[src/rtl/spi_mc_pkg.sv]
// Shared types, SPI mode constants and width helpers for the multi-channel SPI master.
package spi_mc_pkg;

   typedef enum logic [2:0] {
      IDLE,
      LEAD,
      XFER,
      TRAIL,
      GAP
   } state_t;

   typedef struct packed {
      logic cpol;
      logic cpha;
   } spi_mode_t;

   localparam logic CPOL_LOW    = 1'b0;
   localparam logic CPOL_HIGH   = 1'b1;
   localparam logic CPHA_FIRST  = 1'b0;
   localparam logic CPHA_SECOND = 1'b1;

   function automatic int clog2(input int n);
      int r;
      r = 0;
      while ((1 << r) < n) r++;
      return r;
   endfunction

   // Select index needs at least one bit even for a single channel.
   function automatic int clog2_min1(input int n);
      int r;
      r = clog2(n);
      return (r < 1) ? 1 : r;
   endfunction

endpackage

[src/rtl/spi_hp_tick.sv]
// Half-period timer: counts DIV..0 and flags the last cycle of each SCLK half-period.
module spi_hp_tick #(
   parameter int C_DIV_W = 8
) (
   input  logic               clk,
   input  logic               srst,
   input  logic               restart,
   input  logic [C_DIV_W-1:0] div,
   output logic               tick
);

   logic [C_DIV_W-1:0] cnt_q;
   logic [C_DIV_W-1:0] cnt_d;

   always_comb begin
      tick  = 1'b0;
      cnt_d = cnt_q;
      if (restart) begin
         cnt_d = div;
      end else if (cnt_q == '0) begin
         tick  = 1'b1;
         cnt_d = div;
      end else begin
         cnt_d = cnt_q - C_DIV_W'(1);
      end
   end

   always_ff @(posedge clk) begin
      if (srst) begin
         cnt_q <= '0;
      end else begin
         cnt_q <= cnt_d;
      end
   end

endmodule

[src/rtl/spi_master_mc.sv]
// Multi-channel SPI master: shared SCLK/COPI, one active-low select and CIPO per channel,
// with channel, mode, divider and length chosen per transaction.
module spi_master_mc
   import spi_mc_pkg::*;
#(
   parameter int C_CH    = 3,
   parameter int C_W     = 16,
   parameter int C_DIV_W = 8
) (
   input  logic                          CK_i,
   input  logic                          RST_i,
   input  logic                          START_i,
   input  logic [clog2_min1(C_CH)-1:0]   CH_i,
   input  logic [clog2(C_W)-1:0]         LEN_i,
   input  logic                          CPOL_i,
   input  logic                          CPHA_i,
   input  logic [C_DIV_W-1:0]            DIV_i,
   input  logic [C_W-1:0]                TXD_i,
   output logic [C_W-1:0]                RXD_o,
   output logic                          BUSY_o,
   output logic                          DONE_o,
   output logic                          SCLK_o,
   output logic                          COPI_o,
   output logic [C_CH-1:0]               XSS_o,
   input  logic [C_CH-1:0]               CIPO_i
);

   localparam int CH_W  = clog2_min1(C_CH);
   localparam int LEN_W = clog2(C_W);
   localparam logic [CH_W:0] CH_LIMIT = (CH_W + 1)'(C_CH);

   state_t             state_q, state_d;
   logic [CH_W-1:0]    ch_q, ch_d;
   logic [LEN_W-1:0]   bit_cnt_q, bit_cnt_d;
   logic               phase_q, phase_d;
   spi_mode_t          mode_q, mode_d;
   logic [C_DIV_W-1:0] div_q, div_d;
   logic [C_W-1:0]     tx_sr_q, tx_sr_d;
   logic [C_W-1:0]     rx_sr_q, rx_sr_d;
   logic [C_W-1:0]     rxd_q, rxd_d;
   logic               done_q, done_d;
   logic               busy_q, busy_d;
   logic               sclk_q, sclk_d;
   logic               copi_q, copi_d;
   logic [C_CH-1:0]    xss_q, xss_d;

   logic               sel_on_d;
   logic               ch_ok;
   logic [5:0]         shamt;
   logic [C_W-1:0]     tx_align;
   logic               cipo_bit;
   logic               hp_restart;
   logic [C_DIV_W-1:0] hp_load;
   logic               tick;

   assign hp_restart = (state_q == IDLE);
   assign hp_load    = (state_q == IDLE) ? DIV_i : div_q;

   spi_hp_tick #(
      .C_DIV_W (C_DIV_W)
   ) u_hp_tick (
      .clk     (CK_i),
      .srst    (RST_i),
      .restart (hp_restart),
      .div     (hp_load),
      .tick    (tick)
   );

   assign ch_ok    = ({1'b0, CH_i} < CH_LIMIT);
   // Left-align the LEN field so the next TX bit is always the register MSB.
   assign shamt    = 6'(C_W - 1) - 6'(LEN_i);
   assign tx_align = TXD_i << shamt;
   // Only the selected channel has its select low while bits are sampled.
   assign cipo_bit = |(CIPO_i & ~xss_q);

   always_comb begin
      state_d   = state_q;
      ch_d      = ch_q;
      bit_cnt_d = bit_cnt_q;
      phase_d   = phase_q;
      mode_d    = mode_q;
      div_d     = div_q;
      tx_sr_d   = tx_sr_q;
      rx_sr_d   = rx_sr_q;
      rxd_d     = rxd_q;
      done_d    = 1'b0;
      sclk_d    = sclk_q;
      copi_d    = copi_q;

      case (state_q)
         IDLE: begin
            sclk_d = CPOL_i;
            copi_d = 1'b0;
            if (START_i && ch_ok) begin
               state_d   = LEAD;
               ch_d      = CH_i;
               bit_cnt_d = LEN_i;
               phase_d   = 1'b0;
               mode_d    = '{cpol: CPOL_i, cpha: CPHA_i};
               div_d     = DIV_i;
               rx_sr_d   = '0;
               if (CPHA_i == CPHA_FIRST) begin
                  copi_d  = tx_align[C_W-1];
                  tx_sr_d = tx_align << 1;
               end else begin
                  tx_sr_d = tx_align;
               end
            end
         end
         LEAD: begin
            sclk_d = mode_q.cpol;
            if (tick) begin
               state_d = XFER;
               phase_d = 1'b0;
            end
         end
         XFER: begin
            if (tick) begin
               sclk_d  = ~sclk_q;
               phase_d = ~phase_q;
               if (!phase_q) begin
                  if (mode_q.cpha == CPHA_FIRST) begin
                     rx_sr_d = {rx_sr_q[C_W-2:0], cipo_bit};
                  end else begin
                     copi_d  = tx_sr_q[C_W-1];
                     tx_sr_d = tx_sr_q << 1;
                  end
               end else begin
                  if (mode_q.cpha == CPHA_SECOND) begin
                     rx_sr_d = {rx_sr_q[C_W-2:0], cipo_bit};
                  end else if (bit_cnt_q != '0) begin
                     copi_d  = tx_sr_q[C_W-1];
                     tx_sr_d = tx_sr_q << 1;
                  end
                  if (bit_cnt_q == '0) begin
                     state_d = TRAIL;
                  end else begin
                     bit_cnt_d = bit_cnt_q - LEN_W'(1);
                  end
               end
            end
         end
         TRAIL: begin
            sclk_d = mode_q.cpol;
            if (tick) begin
               state_d = GAP;
               rxd_d   = rx_sr_q;
               done_d  = 1'b1;
            end
         end
         GAP: begin
            if (tick) begin
               state_d = IDLE;
               copi_d  = 1'b0;
            end
         end
         default: begin
            state_d = IDLE;
         end
      endcase

      sel_on_d = (state_d == LEAD) || (state_d == XFER) || (state_d == TRAIL);
      busy_d   = (state_d != IDLE);
   end

   for (genvar gi = 0; gi < C_CH; gi++) begin : g_sel
      assign xss_d[gi] = ~(sel_on_d && (ch_d == CH_W'(gi)));
   end

   always_ff @(posedge CK_i) begin
      if (RST_i) begin
         state_q   <= IDLE;
         ch_q      <= '0;
         bit_cnt_q <= '0;
         phase_q   <= 1'b0;
         mode_q    <= '0;
         div_q     <= '0;
         tx_sr_q   <= '0;
         rx_sr_q   <= '0;
         rxd_q     <= '0;
         done_q    <= 1'b0;
         busy_q    <= 1'b0;
         sclk_q    <= 1'b0;
         copi_q    <= 1'b0;
         xss_q     <= '1;
      end else begin
         state_q   <= state_d;
         ch_q      <= ch_d;
         bit_cnt_q <= bit_cnt_d;
         phase_q   <= phase_d;
         mode_q    <= mode_d;
         div_q     <= div_d;
         tx_sr_q   <= tx_sr_d;
         rx_sr_q   <= rx_sr_d;
         rxd_q     <= rxd_d;
         done_q    <= done_d;
         busy_q    <= busy_d;
         sclk_q    <= sclk_d;
         copi_q    <= copi_d;
         xss_q     <= xss_d;
      end
   end

   assign RXD_o  = rxd_q;
   assign BUSY_o = busy_q;
   assign DONE_o = done_q;
   assign SCLK_o = sclk_q;
   assign COPI_o = copi_q;
   assign XSS_o  = xss_q;

endmodule

[config.mk]
export PLATFORM = sky130hd
export DESIGN_NAME = spi_master_mc
export DESIGN_NICKNAME = d
export VERILOG_FILES = /design/src/rtl/spi_mc_pkg.sv /design/src/rtl/spi_hp_tick.sv /design/src/rtl/spi_master_mc.sv
export SDC_FILE = /design/constraint.sdc
export NUM_CORES = 1
export LEC_CHECK = 0
export ABC_AREA = 1
export CORE_MARGIN = 1
export CORE_UTILIZATION = 48
export DETAILED_ROUTE_END_ITERATION = 10
export GPL_TIMING_DRIVEN = 1
export PLACE_DENSITY = 0.71
export SYNTH_ARGS = -nofsm -noshare
export SYNTH_HDL_FRONTEND = slang
export SYNTH_SLANG_ARGS = --single-unit
[constraint.sdc]
create_clock -name CK_i -period 2.45 [get_ports CK_i]
set_clock_uncertainty 0.2 [all_clocks]
set_input_delay 0.6125 -clock CK_i [delete_from_list [all_inputs] [get_ports CK_i]]
set_output_delay 0.6125 -clock CK_i [all_outputs]
set_load 0.02 [all_outputs]
# Word level (Yosys, flattened, before mapping)

Index checks and enable logic that the tools add are counted.

Register bits: 83
Input port bits: 38
Output and inout bits: 23
Logic and storage cells: 125

Add/subtract/negate cells: 3
$lt $le $gt $ge: 1
Equal/unequal tests: 20
Shifts and indexed selects: 1
Muxes and demuxes: 49
Bitwise gates (word level): 8
Reductions and logical operators: 27

Operators with widths:

| kind                                              | number |
|---|---|
| two-way mux 16 bit                                | 12 |
| case mux 16 bit (2 select lines)                  | 2 |
| two-way mux 8 bit                                 | 3 |
| two-way mux 3 bit                                 | 7 |
| two-way mux 4 bit                                 | 4 |
| left shift 16 x 6 -> 16 bit                       | 1 |
| != test 3 bit (second input constant)             | 5 |
| case mux 3 bit (5 select lines)                   | 1 |
| two-way mux 1 bit                                 | 14 |
| == test 3 x 2 -> 1 bit (second input constant)    | 4 |
| AND reduction 6 bit                               | 2 |
| nonzero test 3 bit                                | 4 |
| != test 2 bit (second input constant)             | 5 |
| AND reduction 5 bit                               | 2 |
| case mux 1 bit (3 select lines)                   | 3 |
| logical NOT 8 bit                                 | 1 |
| case mux 4 bit (2 select lines)                   | 1 |
| subtractor 8 x 1 -> 8 bit (second input constant) | 1 |
| == test 3 x 1 -> 1 bit (second input constant)    | 2 |
| inverter 1 bit                                    | 6 |
| AND reduction 2 bit                               | 3 |
| subtractor 4 x 4 -> 5 bit (first input constant)  | 1 |
| logical AND 1 bit                                 | 4 |
| logical NOT 4 bit                                 | 1 |
| 17 further kinds                                  | 20 |

# Logic depth before layout (Yosys ltp)

Gate-level depths: netlist of run 1.

Depth in word-level cells: 10
Gate-level depth with buffers: 12
Gate-level depth less buffers: 11

# By module

From an unflattened synthesis of run 1, not the netlist that was laid out.

Cells, all modules: 710
Area, all modules: 4668.2 µm²

By module, submodules not included:

| module        | instances | cells each | area each (µm²) | seq. area each (µm²) |
|---|---|---|---|---|
| spi_master_mc | 1         | 620        | 4124.0          | 1501.4 |
| spi_hp_tick   | 1         | 90         | 544.3           | 160.2 |

# Least setup slack after synthesis of run 1

No wires, ideal clock.

Path type: input to register
Start point: input LEN_i[0]
End point: register tx_sr_q[14]
Library setup time: 0.056 ns
Data arrival time: 1.661 ns
Required time: 2.194 ns
Slack: 0.533 ns
Stages: 11
Path buffers: 2
Cells stage by stage: buf_2 inv_1 buf_2 nand2_1 nand3_1 nand3_1 nand3_1 nand3_1 nand3_1 nand2_1 inv_1

Word-level cells in the longest chain between the ends: 5

Ends and longest elaborated chain:

| what                             | line                 | source |
|---|---|---|
| start, declared                  | spi_master_mc.sv:14  | `input logic [clog2(C_W)-1:0] LEN_i,` |
| subtractor 4 x 4 -> 5 bit        | spi_master_mc.sv:71  | `assign shamt = 6'(C_W - 1) - 6'(LEN_i);` |
| left shift 16 x 6 -> 16 bit      | spi_master_mc.sv:72  | `assign tx_align = TXD_i << shamt;` |
| two-way mux 16 bit               | spi_master_mc.sv:102 | `if (CPHA_i == CPHA_FIRST) begin` |
| two-way mux 16 bit               | spi_master_mc.sv:94  | `if (START_i && ch_ok) begin` |
| case mux 16 bit (2 select lines) | spi_master_mc.sv:90  | `case (state_q)` |
| end signal, assigned             | spi_master_mc.sv:193 | `tx_sr_q <= tx_sr_d;` |
| end, declared                    | spi_master_mc.sv:38  | `logic [C_W-1:0] tx_sr_q, tx_sr_d;` |

Every way passes these cells. The select of a mux whose other input is x is not followed.
A chain may end at the register's enable or synchronous reset.

# Worst setup path in the final report of run 1

Start point: input LEN_i[0]
End point: register tx_sr_q[10]

The elaborated chain is that of the path after synthesis.

==> impl_metrics.yaml, run 1 <==
run_status:
  outcome: "finished clean"
place:
  placed_cell_area_um2: 5220
  portBuffers: 60
  gp_congestion: 1.01
  post-place-cells: 826
  place.detailed.hpwl_um: 8070
critical_path:
  r2r_start: "u_hp_tick.cnt_q[0]$_SDFF_PP0_"
  required_ns: 2.55
  worstSetupEndpointType: "register"
  cp_common_cell: "inv_1"
  crit_chain: "clkdlybuf4s50_1 -> inv_1 -> nand2_1 -> a21oi_1 -> inv_1 -> o21ai_1 -> nand3_1 -> nand3_1 -> nand2_1 -> inv_1"
  worstPathArrival_ns: 2.29
  crit_fanout: 16
  reg2reg_to: "rx_sr_q[1]$_SDFFE_PP0P_"
  critical_path.slowest_cell: "clkdlybuf4s50_1"
  start_kind: "primary input"
  max_stage_delay_ns: 0.42
  r2r_slack_ns: 0.41
  worstSetupPathType: "primary input to register"
  reg2reg_depth: 11
grt:
  met3_usage_pct: 5.25
  grt_max_degree: 50
  grt_first_pass_wirelength_um: 19200
  grt.total_usage_pct: 24.1
  gr-usage-met2_pct: 41.3
  grt_busiest_layer: "met2"
  met1_usage_pct: 31.2
  grt_pass1_vias: 4264
  grt_overflow: 0
  grt_antenna_before_repair: 0
clocking:
  ctsResizeCount: 0
  ctsLongestPathBuffers: 2
  cts_hold_buf: 0
  cts_inserted_buffers: 9
  cts_sinks: 83
  cts.clk_slew.worst_paths_ns: 0.08
  clk_latency_ns: 0.36
  cts_max_level: 3
  post-cts-setup-buffers: 0
  tritoncts: "yes"
  clock-root-buffer: "clkbuf_8"
final_layout:
  drive_above_1_share_pct: 8.58
  regArea_um2: 1660
  final_common_cell: "nand3_1"
  syn2layout_area_growth_pct: 20.9
  finalNonFillerCells: 842
  diodes: 0
  multiInputGateArea_um2: 2400
  final_cell_mix: "128 x nand3_1, 106 x nand2_1, 93 x nor2_1, 83 x dfxtp_1, 60 x clkdlybuf4s50_1"
  fin_area_um2: 5430
  nFillCells: 855
  nets: 770
routing:
  via_per_inst: 5.48
  num_vias: 4615
  ant_nets: 0
  drt_iter0_markers: 243
  route.detailed.wl_per_inst_um: 13.2
  drcViolationCount: 0
  dr.pass1.iters: 5
  totalWireLength_um: 11100
floorplanning:
  die_area_um2: 9750
  die_w_um: 98.7
  placement_rows: 34
  die_h_um: 98.7
  ioPinCount: 61
  initial_core_util_pct: 50.5
  core_area_um2: 8890
yosys:
  synth_edf_count: 0
  async_flop_share_pct: 0
  synthFlopType: "dfxtp_1"
  avgSynthCellArea_um2: 6.65
  synth_seq_cells: 83
  synth_nets: 716
  synth_seq_area_share_pct: 37.0
  yosysWarnings: 0
  syn_inst: 675
  syn_area_um2: 4490
  synth_cell_types: 43
pwr:
  p_comb_share_pct: 23.3
  p_clk_share_pct: 31.5
  pwr_density_cell_nw_per_um2: 603
  p_int_mw: 2.25
  leakagePower_nw: 2.32
  irDropWorstVdd_mv: 0.443
  p_total_mw: 3.27
  seqPwrFrac_pct: 45.2
  power_switching_share_pct: 31.4
  p_sw_mw: 1.03
worst_hold_path:
  hold_path.startpoint: "rx_sr_q[15]$_SDFFE_PP0P_"
  holdCritPathClass: "register to register"
  holdPathStages: 2
  hold_end: "rx_sr_q[15]$_SDFFE_PP0P_"
sta:
  slew_violations: 0
  finalHoldViolCount: 0
  worst_pin_slew_ns: 0.485
  period_share_pct: 89.5
  slew_headroom_pct: 67.7
  timing.fmax_ghz: 0.456
  grt_setup_unrepaired: "no"
  post-route-min-period_ns: 2.19
  tns_ns: 0
  hold_slack_ns: 0.277
  setup_viol: 0
flow_run:
  maxCapViolCount: 0
## worst max-delay path: cells and delay by family
family          cells  cell delay, ns
simple gates        4            0.36
buf+inv             4            0.89
compound gates      2            0.42
## cells in the mapped netlist, types with 2 or more instances
cell | number | area [um2]
inv_2 | 5 | 18.8
a211oi_1 | 5 | 37.5
nor2_1 | 93 | 349
o21a_1 | 5 | 37.5
or2_2 | 3 | 18.8
buf_6 | 3 | 33.8
dfxtp_1 | 83 | 1660
buf_4 | 3 | 22.5
nand2_1 | 106 | 398
nor3_1 | 4 | 20.0
nand2_4 | 2 | 22.5
buf_2 | 10 | 50.1
ha_1 | 3 | 37.5
nand4_1 | 9 | 56.3
o21ai_0 | 50 | 250
inv_1 | 59 | 221
a21oi_1 | 50 | 250
o21ai_1 | 3 | 15.0
o221a_2 | 3 | 33.8
nand3_1 | 128 | 641
nor2_4 | 3 | 33.8
mux2i_1 | 2 | 20.0
clkbuf_1 | 17 | 63.8
clkinv_1 | 2 | 7.51
nand2_2 | 6 | 37.5
## power groups by stage
| stage | logic, mW | registers, mW | clock network [mW] |
|---|---|---|---|
| floorplan | 0.533 | 1.51 | 0 |
| global placement | 0.741 | 1.51 | 0 |
| detailed placement | 0.755 | 1.51 | 0 |
| CTS | 0.759 | 1.48 | 1.05 |
| global route | 0.865 | 1.49 | 1.11 |
| finish | 0.762 | 1.48 | 1.03 |
## final cells by class
class                      count  area share [%]
clock buffer                  10            2.53
inverter                      67            4.68
timing repair buffer          78            14.2
clock inverter                 6            1.34
sequential                    83            30.6
tap                          108            2.49
multi-input combinational    490            44.1
## routing by layer
layer  wire, um  share of wire, %
met1       4990                45
met2       5370                48
met3        629               5.7
met5          0                 0
met4         98              0.88
## metrics by stage
step	worst slack [ns]	utilization [%]
finish	0.256	61.1
global route	0.0303	61.1
CTS	0.301	61.1
detailed placement	-0.0626	58.7
global placement	-0.0387	58.7
floorplan	0.533	-
## logic make-up (layout without fill, tap and decap cells)
kind of cell             count (synthesis)  count (layout)  synth area share (%)
adder cells (fa/ha/maj)                  3               3                 0.836
AND/OR/NAND/NOR                        362             362                  37.0
flip-flops                              83              83                  37.0
AO/OA/AOI/OAI                          123             123                  15.1
buffers and inverters                  102             161                  9.64
multiplexers                             2               2                 0.446
## worst max path at each step
| stage | from | cells after the start | to | slack (ns) |
|---|---|---|---|---|
| final | LEN_i[0] | 10 | tx_sr_q[10]$_SDFFE_PP0P_ | 0.26 |
| after global routing | LEN_i[0] | 10 | tx_sr_q[10]$_SDFFE_PP0P_ | 0.03 |
| after CTS | LEN_i[0] | 10 | tx_sr_q[10]$_SDFFE_PP0P_ | 0.30 |
| after detailed placement | LEN_i[0] | 10 | tx_sr_q[10]$_SDFFE_PP0P_ | -0.06 |
| after global placement | LEN_i[0] | 10 | tx_sr_q[10]$_SDFFE_PP0P_ | -0.04 |
| after floorplan | LEN_i[0] | 11 | tx_sr_q[14]$_SDFFE_PP0P_ | 0.53 |
## flip-flops by register name, summed over array words and instances (netlist names)
signal and cells:
rx_sr_q 16, mode_q 2, state_q 3, XSS_o 3, u_hp_tick.cnt_q 8, DONE_o 1, COPI_o 1, ch_q 2
BUSY_o 1, div_q 8, phase_q 1, tx_sr_q 16, SCLK_o 1, RXD_o 16, bit_cnt_q 4
No activity file was read; power rests on OpenSTA's default activity.
==> inputs of run 2 (changes only) <==
Settings changed: CORE_UTILIZATION 48 to 55, PLACE_DENSITY 0.71 to 0.8.
==> run 2 against run 1 <==
- global-route usage up 1.7 points
- non-clock buffer count down 1
- register-to-register slack worse by 0.10 ns
- die area down 12%
- first-iteration DRC count down 18%
- routed wire length down 2.6%
- highest routed layer unchanged
- critical endpoint is now tx_sr_q[9]$_SDFFE_PP0P_
- fmax down 0.37%
- sequential power about the same
- via count up 0.22%
- core utilization up 7.5 points
==> impl_metrics.yaml, run 2 (synthesis gave the netlist of run 1 again) <==
run_status:
  outcome: "finished clean"
routing:
  totalWireLength_um: 10800
  num_vias: 4625
  dr.pass1.iters: 7
  via_per_inst: 5.54
  drt_iter0_markers: 199
  drcViolationCount: 0
  ant_nets: 0
  route.detailed.wl_per_inst_um: 12.9
place:
  dp_slack_ns: -0.0724
  place.detailed.hpwl_um: 7820
  gp_congestion: 0.914
  portBuffers: 60
final_layout:
  nFillCells: 701
  final_core_util_pct: 68.6
  drive_above_1_share_pct: 8.32
  final_common_cell: "nand3_1"
  final_cell_mix: "128 x nand3_1, 106 x nand2_1, 93 x nor2_1, 83 x dfxtp_1, 60 x clkdlybuf4s50_1"
  nets: 769
  syn2layout_area_growth_pct: 19.3
  diodes: 0
sta:
  slew_headroom_pct: 67.5
  grt_setup_unrepaired: "no"
  timing.fmax_ghz: 0.454
  setup_ws_ns: 0.248
  post-route-min-period_ns: 2.20
  worst_pin_slew_ns: 0.486
  finalHoldViolCount: 0
  period_share_pct: 89.9
  slew_violations: 0
  setup_viol: 0
  hold_slack_ns: 0.262
grt:
  grt_pass1_vias: 4179
  grt_antenna_before_repair: 0
  grt.total_usage_pct: 25.8
  grt_max_degree: 50
  grt_first_pass_wirelength_um: 18100
  grt_overflow: 0
clocking:
  cts_hold_buf: 0
  clock-root-buffer: "clkbuf_8"
  cts_inserted_buffers: 9
  cts_max_level: 3
  cts_sinks: 83
  ctsResizeCount: 0
  clk_latency_ns: 0.35
  ctsLongestPathBuffers: 2
  tritoncts: "yes"
  cts.clk_slew.worst_paths_ns: 0.09
floorplanning:
  initial_core_util_pct: 57.5
  die_w_um: 92.4
  ioPinCount: 61
  die_h_um: 92.4
  placement_rows: 32
  die_area_um2: 8530
  core_area_um2: 7810
critical_path:
  worstPathArrival_ns: 2.30
  endpoint: "tx_sr_q[9]$_SDFFE_PP0P_"
  cp_common_cell: "inv_1"
  max_stage_delay_ns: 0.42
  crit_chain: "clkdlybuf4s50_1 -> inv_1 -> nand2_1 -> a21oi_1 -> inv_1 -> o21ai_1 -> nand3_1 -> nand3_1 -> nand2_1 -> inv_1"
  critical-path-top-delay-family: "buffers and inverters"
  critical_path.slowest_cell: "clkdlybuf4s50_1"
  worstSetupPathType: "primary input to register"
  start_kind: "primary input"
  reg2reg_depth: 11
  r2r_slack_ns: 0.31
  reg2reg_to: "tx_sr_q[8]$_SDFFE_PP0P_"
  required_ns: 2.54
  worstSetupEndpointType: "register"
  crit_fanout: 16
  critical_path_buf_inv_count: 4
  r2r_start: "u_hp_tick.cnt_q[0]$_SDFF_PP0_"
  worst-path-stages: 10
  startpoint: "LEN_i[0]"
flow_run:
  maxCapViolCount: 0
pwr:
  irDropWorstVdd_mv: 0.369
  pwr_density_cell_nw_per_um2: 583
  leakagePower_nw: 2.28
worst_hold_path:
  holdCritPathClass: "register to register"
run 2: cell types whose count changed in the layout (fill, tap and decap cells not counted), sizes merged:
cell,before,now
buf,18,17
bufinv,1,0
clkinv,5,3
clkinvlp,0,2
inv,67,68
run 2: metal layers:
layer	up-vias	part of all wire, %	global-route usage, %
li1	2364	-	-
met1	2123	45	32.5
met2	116	49	44.8
met3	22	3.9	3.37
met4	0	2.2	10.0
met5	-	0	0
run 2: layout make-up:
cell class | instances | area (um2) | share of cell area, %
tap | 102 | 128 | 2.38
clock buffer | 10 | 128 | 2.38
clock inverter | 6 | 48.8 | 0.911
inverter | 67 | 254 | 4.74
multi-input combinational | 490 | 2400 | 44.7
sequential | 83 | 1660 | 31.0
timing repair buffer | 77 | 741 | 13.8
run 2: power breakdown:
group	switching (mW)	leakage [nW]	internal [mW]
sequential	0.0451	0.679	1.43
combinational	0.456	1.51	0.288
clock	0.518	0.0852	0.381
run 2: how the worst min path moves through the flow:
stage	from	end	slack, ns	cells after the start
after global placement	tx_sr_q[0]$_SDFFE_PP0P_	tx_sr_q[0]$_SDFFE_PP0P_	0.25	2
after detailed placement	tx_sr_q[0]$_SDFFE_PP0P_	tx_sr_q[0]$_SDFFE_PP0P_	0.25	2
after global routing	tx_sr_q[0]$_SDFFE_PP0P_	tx_sr_q[0]$_SDFFE_PP0P_	0.30	2
after CTS	tx_sr_q[0]$_SDFFE_PP0P_	tx_sr_q[0]$_SDFFE_PP0P_	0.26	2
after floorplan	tx_sr_q[0]$_SDFFE_PP0P_	tx_sr_q[0]$_SDFFE_PP0P_	0.23	2
final	tx_sr_q[0]$_SDFFE_PP0P_	tx_sr_q[0]$_SDFFE_PP0P_	0.26	2
run 2: worst reg2reg max path, delay by kind of cell (launching register included):
family        cells  cell delay [ns]
simple gates      7             0.84
buf+inv           3             0.51
flops             1             0.32
fa+ha+maj         1             0.18
run 2: what timing repair did:
action	4_1_cts	5_1_grt
buffers inserted	0	1
endpoints found under the hold margin	0	0
endpoints found under the setup margin	0	1
run 2: through the flow:
step	cells	instance area [um2]	power, mW	TNS, ns
after detailed placement	818	5170	2.25	-0.308
after global placement	818	5170	2.23	-0.0666
final	835	5360	3.12	0
after floorplan	675	4490	2.04	0
after global routing	835	5360	3.29	0
after CTS	834	5350	3.13	0
